<file path="src/rtl/inst_fifo.sv">
// Instruction queue between fetch and decode: circular buffer of {instr, pc, adel}
// with flush, and an all-zero (NOP) head whenever the queue is empty.
module inst_fifo #(
  parameter int DEPTH = 8,
  localparam int PTR_W = $clog2(DEPTH)
) (
  input  logic             clk,
  input  logic             rst,
  input  logic             flush,
  input  logic             in_valid,
  output logic             in_ready,
  input  logic [31:0]      in_instr,
  input  logic [31:0]      in_pc,
  input  logic             in_adel,
  output logic             out_valid,
  input  logic             out_ready,
  output logic [31:0]      instrD,
  output logic [31:0]      pcD,
  output logic             adelD,
  output logic [PTR_W:0]   count
);

  localparam logic [PTR_W:0] FULL_CNT = (PTR_W+1)'(DEPTH);
  localparam logic [PTR_W:0] ONE      = (PTR_W+1)'(1);

  logic [PTR_W:0]   rp_q, rp_d, wp_q, wp_d, cnt_q, cnt_d;
  logic [31:0]      instr_mem [DEPTH];
  logic [31:0]      pc_mem    [DEPTH];
  logic             adel_mem  [DEPTH];
  logic             full, empty, push, pop;
  logic [PTR_W-1:0] rd_idx, wr_idx;

  always_comb begin
    full      = (cnt_q == FULL_CNT);
    empty     = (cnt_q == '0);
    // Ready never looks ahead to a same-cycle pop.
    in_ready  = !full && !rst;
    out_valid = !empty;
    push      = in_valid && in_ready && !flush;
    pop       = out_valid && out_ready && !flush;
    rd_idx    = rp_q[PTR_W-1:0];
    wr_idx    = wp_q[PTR_W-1:0];

    rp_d  = rp_q;
    wp_d  = wp_q;
    cnt_d = cnt_q;
    if (push) wp_d = wp_q + ONE;
    if (pop)  rp_d = rp_q + ONE;
    if (push && !pop)      cnt_d = cnt_q + ONE;
    else if (pop && !push) cnt_d = cnt_q - ONE;
    if (flush) begin
      rp_d  = '0;
      wp_d  = '0;
      cnt_d = '0;
    end
  end

  always_ff @(posedge clk) begin
    if (rst) begin
      rp_q  <= '0;
      wp_q  <= '0;
      cnt_q <= '0;
    end else begin
      rp_q  <= rp_d;
      wp_q  <= wp_d;
      cnt_q <= cnt_d;
    end
  end

  // Storage is deliberately not reset; empty gating hides stale contents.
  always_ff @(posedge clk) begin
    if (push) begin
      instr_mem[wr_idx] <= in_instr;
      pc_mem[wr_idx]    <= in_pc;
      adel_mem[wr_idx]  <= in_adel;
    end
  end

  always_comb begin
    instrD = empty ? 32'h0 : instr_mem[rd_idx];
    pcD    = empty ? 32'h0 : pc_mem[rd_idx];
    adelD  = empty ? 1'b0  : adel_mem[rd_idx];
    count  = cnt_q;
  end

endmodule

</file>
<file path="config.mk">
export PLATFORM = sky130hd
export DESIGN_NAME = inst_fifo
export DESIGN_NICKNAME = d
export VERILOG_FILES = /design/src/rtl/inst_fifo.sv
export SDC_FILE = /design/constraint.sdc
export NUM_CORES = 1
export LEC_CHECK = 0
export ABC_AREA = 1
export CAP_MARGIN = 20
export CORE_MARGIN = 2
export CORE_UTILIZATION = 27
export CTS_CLUSTER_DIAMETER = 40
export DETAILED_ROUTE_END_ITERATION = 16
export RECOVER_POWER = 25
export SLEW_MARGIN = 40
export SYNTH_ARGS = -nofsm -noshare
export SYNTH_HDL_FRONTEND = slang
export SYNTH_SLANG_ARGS = --single-unit
</file>
<file path="constraint.sdc">
create_clock -name clk -period 12.2 [get_ports clk]
set_clock_uncertainty 0.15 [all_clocks]
set_input_delay 2.44 -clock clk [delete_from_list [all_inputs] [get_ports clk]]
set_output_delay 2.44 -clock clk [all_outputs]
set_load 0.02 [all_outputs]
</file>
### Word-level counts from Yosys, hierarchy flattened

Memories as Yosys holds them, arrays and structs flattened. A register that Yosys moved wholly into a read port is not among the register bits.
Index checks and enable logic that the tools add are counted.

| operators by class | value |
|---|---|
| add/sub/neg operators | 4 |
| reductions and logical operators | 16 |
| equality and inequality tests | 1 |
| mux-type cells | 13 |

Operator list:

| kind | number |
|---|---|
| two-way mux 32 bit | 2 |
| two-way mux 3 bit | 6 |
| adder 4 x 1 -> 4 bit, second input constant | 3 |
| two-way mux 4 bit | 2 |
| logical AND 1 bit | 7 |
| logical NOT 1 bit | 6 |
| equality test 4 bit, second input constant | 1 |
| logical NOT 4 bit | 1 |
| subtractor 4 x 1 -> 4 bit, second input constant | 1 |
| two-way mux 1 bit | 3 |
| nonzero test 2 bit | 1 |
| OR reduction 2 bit | 1 |

| word-level totals | value |
|---|---|
| memory bits (writable) | 520 |
| memories kept | 3 |
| output and inout bits | 71 |
| flip-flop bits (word level) | 12 |
| word-level logic and storage cells | 40 |
| bits of input ports | 70 |

Memories:

| name | depth | width | read ports | clocked after memory_dff | write ports | line | source |
|---|---|---|---|---|---|---|---|
| instr_mem | 8 | 32 | 1 | 1 | 1 | 27 | `logic [31:0] instr_mem [DEPTH];` |
| pc_mem | 8 | 32 | 1 | 1 | 1 | 28 | `logic [31:0] pc_mem [DEPTH];` |
| adel_mem | 8 | 1 | 1 | 1 | 1 | 29 | `logic adel_mem [DEPTH];` |

### Longest topological paths before layout

| depth | value |
|---|---|
| depth in word-level cells | 9 |
| gate-level depth with buffers | 15 |
| depth with buffers taken out | 15 |

### Worst setup path after synthesis

OpenSTA, ideal clock, no wires.

| timing path | value |
|---|---|
| path type | input to register |
| from | input rst |
| to | memory adel_mem[6], enable pin |
| library setup time | 568 ps |
| required time | 11,482 ps |
| setup slack | 4,076 ps |
| data arrival time | 7,406 ps |
| stages | 6 |
| buffers on the path | 1 |
| cell sequence | inv_1 -> nand2_1 -> nor2_1 -> nand2_1 -> buf_2 -> nor3_1 |

| on the way | value |
|---|---|
| longest elaborated chain between the ends | 6 |

Ends and longest elaborated chain:

| element | line | source |
|---|---|---|
| start: declaration | 8 | `input logic rst,` |
| logical NOT 1 bit | 37 | `in_ready = !full && !rst;` |
| logical AND 1 bit | 37 |  |
| logical AND 1 bit (2 in series) | 39 | `push = in_valid && in_ready && !flush;` |
| two-way mux 1 bit | 72 | `if (push) begin` |
| two-way mux 1 bit (not written as such) | 75 | `adel_mem[wr_idx] <= in_adel;` |
| end: declaration | 29 |  |

Every way passes these cells.

==> results.md <==
- Average size of a mapped cell: 10.2 um2
- Top cell type's share of synthesized area: 0.685
- Hold Vio Cnt, Final: 0
- Buffer count from post-CTS setup fixing: 0
- Hold Buf Count CTS: 0
- Hold depth: 2
- First-pass GRT wire length: 84,600 um
- Cell Rows: ~110
- EDFF count, synth: 520
- Main synth FF type: edfxtp_1
- Gate Count Post-Synth: ~2,200
- Cell area after synthesis: ~0.023 mm2
- Max Fclk: roughly 0.15 GHz
- Run status: finished clean
- Hold crit path type: flip-flop to flip-flop
- Finish-stage setup viols: 0
- Drt pass-1 iters: 4
- RSZ-0062 raised after global routing: no
- Die width: about 300 um
- DR WL/cell: 15.7 um
- Worst-path clk slew: about 0.05 ns
- Critical R2R Launch: count[0]
- VDD IR max: between 0.0001 and 0.00015 V
- Fin util: 0.338
- Syn nets: 2,303
- Setup TNS: 0 ns
- Initial antenna violation count: 6
- Initial Util: 0.273
- TritonCTS Buffers: between 80 and 90
- Slew headroom: 0.461
- H-tree depth: 3
- Global route overflow: 0
- Skew-Pair Late Insertion Delay: around 0.62 ns
- Remaining DRCs: 0
- Post-cts resize count: 0
- Nets: 2,449
- Die Height: 295 um
- Crit path DAT: just under 4 ns
- Routed WL: 55,400 um
- Launch point of the worst hold path: rp_q[2]
- Max clock buf depth: 3
- Via count: between 10,000 and 15,000
- LEAKAGE: roughly 0.011 uW
- Die ar.: 0.0868 mm2
- FF+latch count, synth: roughly 530
- CP startpoint kind: flip-flop
- First DRT Iteration DRCs: 862
- Reg2reg end: instr_mem[7][15]
- Critical path class: flip-flop to primary output
- Cell variety after synth: 23
- Largest net degree at the start of global routing: just over 90
- Port-buffer cells: between 100 and 150
- Top cell type by total area after synthesis: edfxtp_1
- Most frequent cell after synthesis: nand2_1
- Clock Sinks: 533
- Fraction of layout cells with a size suffix above 1: 0.0765
- Filler cell count: 8,299
- Worst-path maximum fanout: a little under 80
- Reg area: between 0.015 and 0.02 mm2
- Final HPWL DP: 28,400 um
- Core area: roughly 0.084 mm2
- Max cap viols: 0
- Via density: between 4 and 5
- Num ports: approximately 140
- Final period util: 0.529
- Synth Warn #: 0
- Post-DRT Antenna Nets: 0
- Final Slew Violations: 0
- Reg-to-reg slack, setup: 8.94 ns
- CTS tree: built
- Leading post-synthesis cells by cell area: edfxtp_1 69%, nand2_1 15%, inv_1 4.6%, nand3_1 4.5%, nor2_1 2.3%
- CP endpoint kind: primary output
- Reg2Reg Depth: 6
- Layout area overhead: 23.8%
- Pwr per Cell Area: 165 mW/mm2
- Worst Max-Slew Pin Slew: 0.808 ns
- Area occupied by multi-input gates: ~0.0053 mm2
- Gp weighted congestion: a little under 0.7
- Minimum clock period: between 6 and 7 ns
- Vias in the first global route: 14,600
- Root buffer cell: clkbuf_16
- Async S/R FF share, synth: 0
- Sequential fraction of the synthesis area: 0.697
- Data required, critical path: 9.61 ns
- Gr usage total: 0.128
- Post-synth top cells: 936 x nand2_1, 520 x edfxtp_1, 277 x inv_1
-- critical path, stage by stage (launching register included) --
cell	delay, ns
dfxtp_4	0.65
buf_4	0.70
buf_6	0.57
nand2_1	0.10
nand2_1	0.09
nand2_1	0.05
nand2_1	0.09
nor2_1	0.04
nor2_1	0.21
clkdlybuf4s50_1	0.64
-- sequential cells by signal, indices dropped and copies added (netlist names), named ones only --
| signal | cells |
|---|---|
| adel_mem | 8 |
| wp_q | 3 |
| rp_q | 3 |
| instr_mem | 256 |
| count | 4 |
| pc_mem | 256 |
-- where the power goes --
group	internal [uW]	leakage, uW	switching [uW]
Sequential	2020	0.00479	3.41
Combinational	69.8	0.00515	120
Clock	1570	0.00142	889
Total	3660	0.0114	1010
-- layout make-up --
type	count	area share
Clock buffer	91	0.0769
Sequential cell	533	0.563
Timing Repair Buffer	167	0.0582
Antenna cell	1	0.0000887
Inverter	279	0.0376
Tap cell	1080	0.0479
Clock inverter	68	0.0279
Multi-Input combinational cell	1307	0.188
-- logic make-up (layout without fill, tap and decap cells) --
logic type               count (synthesis)  in the layout  synth area share
buffers and inverters                  387            605            0.0724
AND/OR/NAND/NOR                       1287           1287             0.224
XOR/XNOR                                 2              2          0.000769
AO/OA/AOI/OAI                           12             12           0.00269
flip-flops                             533            533             0.697
other                                    0              1                 0
adder cells (fa/ha/maj)                  6              6           0.00362
-- per-layer routing --
| metal | GRT usage | share of wire | vias to the layer above |
|---|---|---|---|
| li1 | - | - | 7447 |
| met1 | 0.156 | 0.44 | 7133 |
| met2 | 0.228 | 0.50 | 248 |
| met3 | 0.0246 | 0.039 | 82 |
| met4 | 0.0436 | 0.022 | 8 |
| met5 | 0 | 0.00099 | - |
-- worst max-delay path by stage --
stage	start	end	slack, ns	depth (start not counted)
floorplan	rst	adel_mem[6]	4.08	6
global placement	rst	in_ready	6.00	3
detailed placement	rst	in_ready	5.99	3
CTS	flip-flop	instrD[13]	5.38	9
global route	flip-flop	instrD[15]	5.41	9
finish	flip-flop	instrD[27]	5.74	9
-- cells in the final DEF, fill, tap and decap left out, types with 2 or more instances in the layout --
master             n
dlygate4sd3_1     41
o21ai_0            3
ha_1               5
xor2_1             2
edfxtp_1         520
clkbuf_1           5
clkinv_4           5
bufinv_16         12
inv_1            277
a21oi_1            8
clkinv_2          14
inv_16             3
inv_6             12
clkdlybuf4s50_1   99
dfxtp_1           10
buf_6              7
inv_8              3
nand2_1          936
clkbuf_16         86
nor3_2             8
nand3_1          203
nor2_1           138
clkinvlp_4        11
buf_4             19
dfxtp_4            3
clkinv_1           9
-- metrics by stage --
stage | instance area [um2] | hold WS (ns) | std cells | power, uW | setup WS, ns
6_report | 28200 | 0.349 | 3526 | 4670 | 5.74
2_1_floorplan | 22800 | 0.308 | 2227 | 2150 | 4.08
3_5_place_dp | 25200 | 0.338 | 3366 | 2250 | 5.99
5_1_grt | 28200 | 0.372 | 3525 | 4820 | 5.41
3_3_place_gp | 25200 | 0.336 | 3365 | 2250 | 6.00
4_1_cts | 28200 | 0.353 | 3525 | 4730 | 5.38
Power figures use the tool's default switching activity.
